[src/rtl/maze_pkg.sv]
// Shared constants and types for the maze pixel renderer.
// The MAZE_GRID_LINES_EN build option is consumed in maze_pixel_renderer.sv.
package maze_pkg;

  localparam int TILE_LOG2 = 5;
  localparam int COLS      = 20;
  localparam int ROWS      = 15;
  localparam int H_VISIBLE = 640;
  localparam int V_VISIBLE = 480;
  localparam int MAP_DEPTH = COLS * ROWS;
  localparam int ADDR_W    = 9;
  localparam int POS_W     = 11;
  localparam int TILE_W    = POS_W - TILE_LOG2;
  localparam int STAGES    = 2;

  // Player marker is drawn only inside this inset of its tile.
  localparam logic [TILE_LOG2-1:0] INSET_LO = TILE_LOG2'(4);
  localparam logic [TILE_LOG2-1:0] INSET_HI = TILE_LOG2'(27);

  typedef enum logic [1:0] {
    TILE_EMPTY = 2'd0,
    TILE_WALL  = 2'd1,
    TILE_GOAL  = 2'd2,
    TILE_RSVD  = 2'd3
  } tile_e;

  typedef logic [11:0] rgb_t;

  localparam rgb_t COLOR_BLACK  = 12'h000;
  localparam rgb_t COLOR_WALL   = 12'h00F;
  localparam rgb_t COLOR_GOAL   = 12'h0F0;
  localparam rgb_t COLOR_PLAYER = 12'hF00;
  localparam rgb_t COLOR_GRID   = 12'h333;

  typedef struct packed {
    logic [ADDR_W-1:0]    addr;
    logic [TILE_LOG2-1:0] off_x;
    logic [TILE_LOG2-1:0] off_y;
    logic                 player;
  } s1_t;

  typedef struct packed {
    logic [TILE_LOG2-1:0] off_x;
    logic [TILE_LOG2-1:0] off_y;
    logic                 player;
  } s2_t;

  function automatic logic in_inset(input logic [TILE_LOG2-1:0] off);
    return (off >= INSET_LO) && (off <= INSET_HI);
  endfunction

endpackage

[src/rtl/maze_tile_ram.sv]
// 300x2 tile map: one write port, one registered read port.
// A read colliding with a write to the same address returns the old word.
module maze_tile_ram
  import maze_pkg::*;
(
  input  logic              clk,
  input  logic              we,
  input  logic [ADDR_W-1:0] waddr,
  input  logic [1:0]        wdata,
  input  logic [ADDR_W-1:0] raddr,
  output logic [1:0]        rdata
);

  logic [1:0] mem [MAP_DEPTH];

  always_ff @(posedge clk) begin
    if (we && (waddr < ADDR_W'(MAP_DEPTH)))
      mem[waddr] <= wdata;
    // Off-map reads only happen for blanked pixels; return empty.
    rdata <= (raddr < ADDR_W'(MAP_DEPTH)) ? mem[raddr] : TILE_EMPTY;
  end

endmodule

[src/rtl/maze_pixel_renderer.sv]
// Two-stage maze renderer: tile lookup plus player overlay, syncs delayed to match.
// Build option MAZE_GRID_LINES_EN draws grey grid lines on empty tiles.
module maze_pixel_renderer
  import maze_pkg::*;
(
  input  logic             i_Clk,
  input  logic             i_Reset,
  input  logic [POS_W-1:0] i_HPos,
  input  logic [POS_W-1:0] i_VPos,
  input  logic             i_HSync,
  input  logic             i_VSync,
  input  logic             i_MapWe,
  input  logic [8:0]       i_MapAddr,
  input  logic [1:0]       i_MapData,
  input  logic [4:0]       i_PlayerX,
  input  logic [3:0]       i_PlayerY,
  output logic [3:0]       o_Red,
  output logic [3:0]       o_Green,
  output logic [3:0]       o_Blue,
  output logic             o_HSync,
  output logic             o_VSync,
  output logic             o_FrameDone
);

  logic [TILE_W-1:0] col_in, row_in;
  logic              vis_in, hit_in, latch;
  s1_t               s1_in, s1;
  s2_t               s2;
  logic [STAGES:1]   vld_pipe, hs_pipe, vs_pipe;
  logic [4:0]        player_x;
  logic [3:0]        player_y;
  logic              frame_done;
  logic [1:0]        tile_code;
  rgb_t              rgb;

  assign col_in = i_HPos[POS_W-1:TILE_LOG2];
  assign row_in = i_VPos[POS_W-1:TILE_LOG2];
  assign vis_in = (i_HPos < POS_W'(H_VISIBLE)) && (i_VPos < POS_W'(V_VISIBLE));
  assign latch  = (i_VPos == POS_W'(V_VISIBLE)) && (i_HPos == '0);

  // An off-map latched player can never match, so it is simply not drawn.
  assign hit_in = (col_in == TILE_W'(player_x)) && (row_in == TILE_W'(player_y)) &&
                  (player_x < 5'(COLS)) && (player_y < 4'(ROWS));

  always_comb begin
    s1_in        = '0;
    s1_in.addr   = ADDR_W'(row_in) * ADDR_W'(COLS) + ADDR_W'(col_in);
    s1_in.off_x  = i_HPos[TILE_LOG2-1:0];
    s1_in.off_y  = i_VPos[TILE_LOG2-1:0];
    s1_in.player = hit_in;
  end

  always_ff @(posedge i_Clk) begin
    if (i_Reset) begin
      vld_pipe   <= '0;
      hs_pipe    <= '1;
      vs_pipe    <= '1;
      s1         <= '0;
      s2         <= '0;
      player_x   <= '0;
      player_y   <= '0;
      frame_done <= 1'b0;
    end else begin
      vld_pipe   <= {vld_pipe[STAGES-1:1], vis_in};
      hs_pipe    <= {hs_pipe[STAGES-1:1], i_HSync};
      vs_pipe    <= {vs_pipe[STAGES-1:1], i_VSync};
      s1         <= s1_in;
      s2.off_x   <= s1.off_x;
      s2.off_y   <= s1.off_y;
      s2.player  <= s1.player;
      frame_done <= latch;
      // Latch in vertical blanking so the marker never tears mid-frame.
      if (latch) begin
        player_x <= i_PlayerX;
        player_y <= i_PlayerY;
      end
    end
  end

  maze_tile_ram u_ram (
    .clk   (i_Clk),
    .we    (i_MapWe),
    .waddr (i_MapAddr),
    .wdata (i_MapData),
    .raddr (s1.addr),
    .rdata (tile_code)
  );

  always_comb begin
    rgb = COLOR_BLACK;
    if (vld_pipe[STAGES]) begin
      if (s2.player && in_inset(s2.off_x) && in_inset(s2.off_y)) begin
        rgb = COLOR_PLAYER;
      end else begin
        case (tile_e'(tile_code))
          TILE_WALL: rgb = COLOR_WALL;
          TILE_GOAL: rgb = COLOR_GOAL;
          default: begin
`ifdef MAZE_GRID_LINES_EN
            if ((s2.off_x == '0) || (s2.off_y == '0))
              rgb = COLOR_GRID;
`endif
          end
        endcase
      end
    end
  end

  assign o_Red       = rgb[11:8];
  assign o_Green     = rgb[7:4];
  assign o_Blue      = rgb[3:0];
  assign o_HSync     = hs_pipe[STAGES];
  assign o_VSync     = vs_pipe[STAGES];
  assign o_FrameDone = frame_done;

endmodule

[config.mk]
export PLATFORM = sky130hd
export DESIGN_NAME = maze_pixel_renderer
export DESIGN_NICKNAME = d
export VERILOG_FILES = /design/src/rtl/maze_pkg.sv /design/src/rtl/maze_tile_ram.sv /design/src/rtl/maze_pixel_renderer.sv
export SDC_FILE = /design/constraint.sdc
export NUM_CORES = 1
export LEC_CHECK = 0
export CAP_MARGIN = 20
export CORE_MARGIN = 2
export CORE_UTILIZATION = 45
export DETAILED_ROUTE_END_ITERATION = 16
export PLACE_DENSITY_LB_ADDON = 0.25
export REMOVE_ABC_BUFFERS = 1
export SLEW_MARGIN = 20
export SYNTH_ARGS = -nofsm -noshare
export SYNTH_HDL_FRONTEND = slang
export SYNTH_SLANG_ARGS = --single-unit
[constraint.sdc]
create_clock -name i_Clk -period 6.6 [get_ports i_Clk]
set_clock_uncertainty 0.15 [all_clocks]
set_input_delay 0.66 -clock i_Clk [delete_from_list [all_inputs] [get_ports i_Clk]]
set_output_delay 0.66 -clock i_Clk [all_outputs]
set_load 0.005 [all_outputs]
======== Word-level counts from Yosys, hierarchy flattened ========
Memories as Yosys holds them, arrays and structs flattened. A register that Yosys moved wholly into a read port is not among the register bits.
Index checks and enable logic that the tools add are counted.
operators by class
  $add $sub $neg .......................... 1
  multipliers ............................. 1
  magnitude comparators ................... 10
  equal/unequal tests ..................... 5
  muxes and demuxes ....................... 5
  reductions and logical operators ........ 12
operator list
  cell                                                                                 count
  12-bit two-way mux                                                                   2
  9-bit < comparator, second input constant                                            2
  8-bit case mux with 2 select lines                                                   1
  11-bit by 9-bit equality test with 1-bit output, second input constant               1
  11-bit zero test                                                                     1
  11-bit by 10-bit < comparator with 1-bit output, second input constant               1
  11-bit by 9-bit < comparator with 1-bit output, second input constant                1
  5-bit by 3-bit greater-or-equal comparator with 1-bit output, second input constant  2
  5-bit less-or-equal comparator, second input constant                                2
  1-bit logical AND                                                                    10
  9-bit by 6-bit adder with 9-bit output                                               1
  6-bit by 3-bit multiplier with 7-bit output, second input constant                   1
  6-bit by 4-bit equality test with 1-bit output                                       1
  6-bit by 5-bit equality test with 1-bit output                                       1
  5-bit < comparator, second input constant                                            1
  4-bit < comparator, second input constant                                            1
  2-bit by 1-bit equality test with 1-bit output, second input constant                1
  2-bit equality test, second input constant                                           1
  1-bit two-way mux                                                                    2
  1-bit zero test                                                                      1
storage, ports and cells
  register bits ........................... 47
  memory bits (writable) .................. 600
  input bits .............................. 47
  output and inout bits ................... 15
  word-level logic and storage cells ...... 48
  memories kept ........................... 1
memories
  name       depth  bits a word  rd ports  clocked after Yosys merged registers in  wr ports  RTL line             text
  u_ram.mem  300    2            1         1                                        1         maze_tile_ram.sv:14  logic [1:0] mem [MAP_DEPTH];

======== Logic depth before layout (Yosys ltp) ========
Gate-level depths: netlist of run 1.
  word-level depth ........................ 6
  mapped depth ............................ 11
  depth with buffers taken out ............ 9

======== Hierarchy ========
Synthesis of run 1 repeated with hierarchy kept, for this count alone.
unflattened totals
  cell total of the unflattened synthesis .. 1,655
  area total of the unflattened synthesis .. 26,746.9 µm²
by module, submodules not included
  module               times used  cells each  area an instance (µm²)  sequential area each (µm²)
  maze_tile_ram        1           1,466       24,896.4                18,057.3
  maze_pixel_renderer  1           189         1,850.5                 780.7

======== Least setup slack after synthesis of run 1 ========
OpenSTA, ideal clock, no wires.
  path type ............................... reg-to-reg
  from .................................... register s1[12] (netlist name)
  to ...................................... register u_ram.rdata[0], read port of u_ram.mem
  library setup time ...................... 0.131 ns
  data arrival time ....................... 2.130 ns
  data required time ...................... 6.319 ns
  path slack .............................. 4.190 ns
  cell stages (with the launch flop) ...... 10
  path buffers ............................ 3
  clock period less this slack ............ 2.410 ns
  path through ............................ dfxtp_1 buf_2 buf_2 buf_2 mux4_2 mux4_2 nand2_1 nand2_1 o211ai_1 o211ai_1
on the way
  word-level cells in the longest chain between the ends .. 2
ends and longest elaborated chain
  what                       RTL line                   text
  start: declaration         maze_pixel_renderer.sv:27  s1_t s1_in, s1;
  start signal: assignment   maze_pixel_renderer.sv:67  s1 <= s1_in;
  9-bit < comparator         maze_tile_ram.sv:20        rdata <= (raddr < ADDR_W'(MAP_DEPTH)) ? mem[raddr] : TILE_EMPTY;
  1-bit zero test (no line)  --
  end: declaration           maze_tile_ram.sv:11        output logic [1:0] rdata
Parallel ways exist; a longest one is shown, timed or not.
A chain may end at the register's enable or synchronous reset.

======== Worst setup path after layout of run 1 ========
  from .................................... register s1[13] (netlist name)
  to ...................................... register u_ram.rdata[1], read port of u_ram.mem
The elaborated chain is that of the path after synthesis.

==> results.py, run 1 <==
metrics = {
    "status": {
        "status": "finished clean",
    },
    "cts": {
        "path_clk_slew_ns": 0.06,
        "cts_root_buf": "clkbuf_16",
        "h-tree-depth": 3,
        "cts_tree": "yes",
        "post_cts_resize_count": 0,
        "clk_latency_ns": 0.61,
        "cts_hold_buf": 0,
        "cts_setup_buffers": 0,
        "cts_made_buffers": 68,
        "clkSinkCount": 641,
        "clock_path_buffers": 3,
    },
    "worst_setup_path": {
        "r2r_cells": 8,
        "rrSetupSlack_ns": 2.99,
        "critPathCaptureType": "flop",
        "crit_path_start_kind": "flop",
        "r2r-start": "s1[13]$_SDFF_PP0_",
        "worst-endpoint-required_ns": 6.94,
        "criticalPathCategory": "flop to flop",
        "path_max_fanout": 26,
        "r2r-end": "u_ram.rdata[1]$_SDFF_PP0_",
        "arrival_ns": 3.94,
    },
    "synthesis": {
        "yosysTopAreaCell": "edfxtp_1",
        "seq_area_frac_synth_pct": 71.60,
        "synth_seq_cells": 641,
        "synth_cell_type_count": 54,
        "synth_edf_count": 600,
        "ys_top_cells_by_area": "edfxtp_1 68%, mux4_2 9.7%, nor2_1 4.7%",
        "synth.avg_cell_area_um2": 16.39,
        "synth_commonest_cells": "600 x edfxtp_1, 329 x nor2_1, 113 x mux4_2",
        "syn_area_um2": 26310,
        "yosys_warnings": 0,
        "ys_async_sr_fraction_pct": 0,
        "yosysMostFrequentCell": "edfxtp_1",
        "yosysTopAreaCellShare_pct": 68.48,
        "synth_cells": 1605,
        "synth_top_flop_cell": "edfxtp_1",
    },
    "power": {
        "ir_worst_vdd_mv": 0.1807,
        "clockPowerShare_pct": 41.1,
        "switching_share_pct": 22.38,
        "combPwrFrac_pct": 6.7,
        "cellPowerDensity_nw_per_um2": 292.3,
        "p_total_w": 0.008639,
        "pwr-share-seq_pct": 52.2,
        "switching_power_w": 0.001934,
        "p_int_w": 0.006705,
        "p_leak_nw": 8.914,
    },
    "global_route": {
        "grt_pass1_wl_um": 95010,
        "antenna_found_initial": 1,
        "grt_start_max_net_pins": 227,
        "grt_use_total_pct": 21.41,
        "overflow": 0,
        "grt_pass1_vias": 14895,
    },
    "placed_design": {
        "portBuffers": 61,
        "place_inst": 2338,
        "hpwl_um": 36460,
        "gp_congestion": 0.7885,
        "placed_cell_area_um2": 27520,
    },
    "timing": {
        "tns_ns": 0,
        "finalHoldViolCount": 0,
        "fmax_mhz": 277.3,
        "fin_crit_sh_pct": 54.63,
        "slew_viol_final": 0,
        "finalHoldWorstSlack_ns": 0.2557,
        "rsz0062_at_grt": "false",
        "finalCriticalPeriod_ns": 3.606,
        "setup_viol": 0,
        "max-slew-margin-rel_pct": 26.41,
        "tightestPinTransition_ns": 1.104,
    },
    "route": {
        "finalWirelength_um": 64430,
        "wl_per_cell_um": 26.18,
        "ant_nets": 0,
        "dr.first_iter.drc_count": 1538,
        "vias_per_cell": 5.888,
        "vias": 14490,
        "dr.pass1.iters": 5,
        "post-route-drc-count": 0,
    },
    "worst_hold_path": {
        "min_to": "hs_pipe[2]$_SDFF_PP1_",
        "whs_path_depth": 1,
        "min_path_type": "flop to flop",
        "worstHoldStart": "hs_pipe[1]$_SDFF_PP1_",
    },
    "layout": {
        "num-nets-final": 1703,
        "area_growth_syn_to_layout_pct": 12.33,
        "final_cells": 2461,
        "nFillCells": 4755,
        "drive_above_1_share_pct": 14.22,
        "fin_area_um2": 29550,
    },
    "die": {
        "die-area_um2": 60420,
        "ios": 62,
        "rows": 88,
        "core_area_um2": 57810,
        "die-height_um": 245.8,
        "die_x_um": 245.8,
        "initial_core_util_pct": 45.52,
    },
    "job": {
        "cap_violations": 0,
    },
}
## state kept, by name, indices dropped and copies added, names as in the netlist
signal and flops:
player_y 4, player_x 5, vld_pipe 2, hs_pipe 2, o_FrameDone 1, u_ram.rdata 2
s1 16, u_ram.mem 600, vs_pipe 2, s2 7
## routing by layer
layer  vias up  part of all wire (%)  global-route usage [%]
li1       6287                     -                       -
met1      7535                    42                   29.23
met2       574                    49                   34.92
met3        94                   6.7                   3.438
met4         0                   2.7                   7.683
met5         -                     0                       0
## worst max path at each step
stage / start / to / slack (ns) / cells past startpoint
CTS: s1[13]$_SDFF_PP0_ / u_ram.rdata[1]$_SDFF_PP0_ / 3.05 / 8
detailed placement: i_MapAddr[6] / u_ram.mem[51][0]$_DFFE_PP_ / 2.90 / 5
global route: s1[13]$_SDFF_PP0_ / u_ram.rdata[1]$_SDFF_PP0_ / 2.86 / 8
global placement: i_MapAddr[6] / u_ram.mem[60][1]$_DFFE_PP_ / 3.00 / 5
floorplan: s1[11]$_SDFF_PP0_ / u_ram.rdata[1]$_SDFF_PP0_ / -2.44 / 7
finish: s1[13]$_SDFF_PP0_ / u_ram.rdata[1]$_SDFF_PP0_ / 2.99 / 8
## area by class of cell
type	instances	area, um^2	share of cell area (%)
flip-flops and latches	641	18850	63.77
multi-input cells	839	6843	23.15
clock buffers	99	1881	6.363
well taps	765	957.2	3.239
repair buffers	84	835.8	2.828
clock inverters	23	155.1	0.5250
inverters	9	33.78	0.1143
diodes	1	2.502	0.008467
## kinds of logic (layout without fill, tap and decap cells)
group	Yosys count	count (layout)	synth area share, %
buffers and inverters	125	215	2.558
adder cells (fa/ha/maj)	13	13	0.6753
other	0	1	0
AND/OR/NAND/NOR	457	457	7.299
AO/OA/AOI/OAI	142	142	3.866
flip-flops	641	641	71.60
XOR/XNOR	14	14	0.4660
multiplexers	213	213	13.54
## power groups by stage
stage	combinational (W)	sequential (W)	clock, W
floorplan	0.000311	0.00461	0
global placement	0.000573	0.00459	0
detailed placement	0.000576	0.00459	0
CTS	0.000581	0.00451	0.00361
global route	0.000616	0.00451	0.00376
finish	0.000577	0.00451	0.00355
## metrics by stage
step                      utilization [%]  setup slack [ns]
after floorplan                         -            -2.444
after global placement              47.60             3.000
after detailed placement            47.60             2.896
after CTS                           51.12             3.053
after global routing                51.12             2.862
final                               51.13             2.994
## worst max-delay path: stages (launching register included)
cell      delay [ns]
dfxtp_1         0.58
buf_4           0.40
or3b_1          0.88
o221ai_1        0.26
a21oi_1         0.23
a22oi_1         0.17
a21oi_1         0.33
a21oi_1         0.15
a221o_1         0.33
## placed cells by master (no fill, tap or decap), types with 4 or more instances in the layout
master | Yosys | layout
a211oi_1 | 10 | 10
a21oi_1 | 37 | 37
a221oi_1 | 13 | 13
a22o_1 | 6 | 6
a22oi_1 | 13 | 13
buf_12 | 2 | 4
buf_4 | 15 | 19
clkbuf_1 | 63 | 27
clkbuf_16 | 0 | 70
clkdlybuf4s50_1 | 0 | 59
clkinv_1 | 0 | 14
dfxtp_1 | 41 | 38
edfxtp_1 | 600 | 600
ha_1 | 11 | 11
inv_1 | 9 | 9
inv_6 | 0 | 4
mux2i_1 | 99 | 99
mux4_2 | 113 | 113
nand2_1 | 40 | 34
nand2_2 | 0 | 6
nand3_1 | 18 | 13
nand3_2 | 0 | 5
nand4_1 | 6 | 6
nor2_1 | 329 | 329
nor2b_1 | 30 | 29
nor3_1 | 7 | 7
nor3b_1 | 5 | 5
o21ai_0 | 12 | 12
o221ai_1 | 28 | 28
o22ai_1 | 4 | 4
or2_2 | 5 | 5
or4_1 | 4 | 4
xnor2_1 | 11 | 11
Note: power is estimated with default switching activity, not from simulation.
==> run 2, diff against run 1 <==
==> constraint.sdc (replaced) <==
create_clock -name i_Clk -period 3.2 [get_ports i_Clk]
set_clock_uncertainty 0.15 [all_clocks]
set_input_delay 0.32 -clock i_Clk [delete_from_list [all_inputs] [get_ports i_Clk]]
set_output_delay 0.32 -clock i_Clk [all_outputs]
set_load 0.005 [all_outputs]
==> run 2 against run 1 <==
Design area rose by 3.1%. Clock power rose by 120%. Count of clock-buffer cells in the layout fell by 8. Critical path depth fell by 3. Final cell count rose by 3.0%. Combinational power rose by 130%. Sequential cell count did not move. Global-route usage rose by 0.64 points. First-iteration DRC count rose by 3.4%. Utilization rose by 1.6 points. Total power rose by 110%. Critical endpoint is now o_Blue[3].
==> results.py, run 2 (synthesis results as in run 1) <==
metrics = {
    "status": {
        "status": "finished clean",
    },
    "global_route": {
        "antenna_found_initial": 0,
        "grt_pass1_vias": 15160,
        "grt_use_total_pct": 22.05,
        "grt_start_max_net_pins": 112,
        "overflow": 0,
        "grt_pass1_wl_um": 96970,
    },
    "layout": {
        "nFillCells": 4717,
        "insertedDiodeCount": 0,
        "largest_reg_flops": 600,
        "final_core_util_pct": 52.74,
        "num-nets-final": 1782,
        "largest_register": "u_ram.mem",
        "area_growth_syn_to_layout_pct": 15.86,
        "top_regs": "u_ram.mem (600), s1 (16), s2 (7)",
        "mostFrequentLayoutCell": "edfxtp_1",
        "final_cell_mix": "600 x edfxtp_1, 329 x nor2_1, 113 x mux4_2",
        "drive_above_1_share_pct": 18.25,
    },
    "power": {
        "clockPowerShare_pct": 42.3,
        "pwr-share-seq_pct": 50.5,
        "switching_power_w": 0.004008,
        "combPwrFrac_pct": 7.2,
        "cellPowerDensity_nw_per_um2": 603.2,
        "ir_worst_vdd_mv": 0.3561,
        "p_int_w": 0.01438,
        "switching_share_pct": 21.80,
        "p_leak_nw": 9.466,
    },
    "timing": {
        "tightestPinTransition_ns": 0.8670,
        "fin_crit_sh_pct": 93.29,
        "finalHoldViolCount": 0,
        "slew_viol_final": 0,
        "fmax_mhz": 335.0,
        "finalCriticalPeriod_ns": 2.985,
        "finalHoldWorstSlack_ns": 0.06162,
        "setup_slack_ns": 0.2147,
        "rsz0062_at_grt": "false",
        "max-slew-margin-rel_pct": 42.20,
        "tns_ns": 0,
        "setup_viol": 0,
    },
    "worst_setup_path": {
        "crit_path_start_kind": "flop",
        "r2r-start": "s1[12]$_SDFF_PP0_",
        "crit_chain": "or3_1, nand4_1, nand2_1, nor3b_1, clkdlybuf4s50_1",
        "worst-endpoint-required_ns": 2.73,
        "critPathCaptureType": "primary output",
        "slowest_delay_ns": 0.59,
        "cpMaxStageDelayCell": "clkdlybuf4s50_1",
        "arrival_ns": 2.52,
        "criticalPathCategory": "flop to primary output",
        "critPathBufInv": 1,
        "path_max_fanout": 4,
        "crit_family": "simple AND/OR/NAND/NOR gates",
        "cp-startpoint": "s2[4]$_SDFF_PP0_",
    },
    "cts": {
        "cts_made_buffers": 68,
        "cts_hold_buf": 0,
        "clkSinkCount": 641,
        "cts_root_buf": "clkbuf_16",
        "clock_path_buffers": 3,
        "cts_tree": "yes",
        "clk_latency_ns": 0.60,
        "h-tree-depth": 3,
        "path_clk_slew_ns": 0.06,
    },
    "route": {
        "vias": 14785,
        "dr.first_iter.drc_count": 1591,
        "ant_nets": 0,
        "dr.pass1.iters": 5,
        "post-route-drc-count": 0,
        "vias_per_cell": 5.832,
        "finalWirelength_um": 65560,
        "wl_per_cell_um": 25.86,
    },
    "job": {
        "cap_violations": 0,
    },
    "die": {
        "die-height_um": 245.8,
        "die_x_um": 245.8,
        "core_area_um2": 57810,
        "ios": 62,
        "rows": 88,
        "die-area_um2": 60420,
        "initial_core_util_pct": 45.52,
    },
    "placed_design": {
        "portBuffers": 61,
        "gp_congestion": 0.8259,
        "dp_slack_ns": 0.2852,
        "hpwl_um": 40130,
    },
    "worst_hold_path": {
        "min_path_type": "primary input to flop",
        "worstHoldStart": "i_MapData[1]",
    },
}
[run 2: cell types whose count changed in the layout (fill, tap and decap cells not counted), moves of 6 or more]
cell | before | now
clkinv_2 | 2 | 10
buf_12 | 4 | 21
buf_4 | 19 | 81
nand2_1 | 34 | 40
nand2_2 | 6 | 0
clkbuf_1 | 27 | 15
[run 2: timing repair]
item / in CTS / in global routing
buffers inserted: 0 / 0
gates resized for setup: 0 / 1
endpoints found under the setup margin: 0 / 3
[run 2: through the flow]
| stage | cell area, um^2 | cells | total power, W |
|---|---|---|---|
| 4_1_cts | 30480 | 2535 | 0.01853 |
| 2_1_floorplan | 25670 | 1489 | 0.01014 |
| 6_report | 30490 | 2535 | 0.01839 |
| 5_1_grt | 30490 | 2535 | 0.01891 |
| 3_5_place_dp | 28280 | 2417 | 0.01078 |
| 3_3_place_gp | 28280 | 2417 | 0.01078 |
[run 2: area by class of cell]
cell class / instances / area (um^2) / share of cell area (%)
inverter: 9 / 33.78 / 0.1108
clock buffer: 91 / 1938 / 6.357
sequential: 641 / 18850 / 61.82
multi-input combinational: 839 / 6808 / 22.33
tap: 765 / 957.2 / 3.140
clock inverter: 27 / 260.3 / 0.8537
timing repair buffer: 163 / 1642 / 5.385
[run 2: path summary, 6_finish.rpt]
kind                                 endpoint  slack (ns)  cells past startpoint
setup reg to reg    u_ram.rdata[0]$_SDFF_PP0_        0.25                      8
hold / removal    u_ram.mem[115][1]$_DFFE_PP_        0.06                      1
setup / recovery                    o_Blue[3]        0.21                      5
hold reg to reg         vs_pipe[2]$_SDFF_PP1_        0.26                      1
[run 2: worst reg2reg max path, cell delays in order, from the launching register on]
cell and delay [ns]:
dfxtp_4 0.63, buf_12 0.30, mux4_2 0.38, a22o_1 0.24, a211oi_1 0.40, a211oi_1 0.17
a211o_1 0.32, nand3_1 0.13, o211ai_1 0.10
[run 2: power groups by stage]
stage	Combinational [W]	Clock [W]	Sequential, W
6_report	0.00132	0.00778	0.00929
5_1_grt	0.00141	0.00821	0.00929
4_1_cts	0.00132	0.00792	0.00929
3_5_place_dp	0.00132	0	0.00946
3_3_place_gp	0.00131	0	0.00947
2_1_floorplan	0.000641	0	0.00950
[run 2: per-layer routing]
metal | track usage [%] | up-vias | routed length (um)
met1 | 30.15 | 7662 | 27380
met3 | 3.918 | 108 | 4598
met5 | 0 | - | 0
met2 | 35.97 | 585 | 31860
li1 | - | 6430 | -
met4 | 7.166 | 0 | 1726
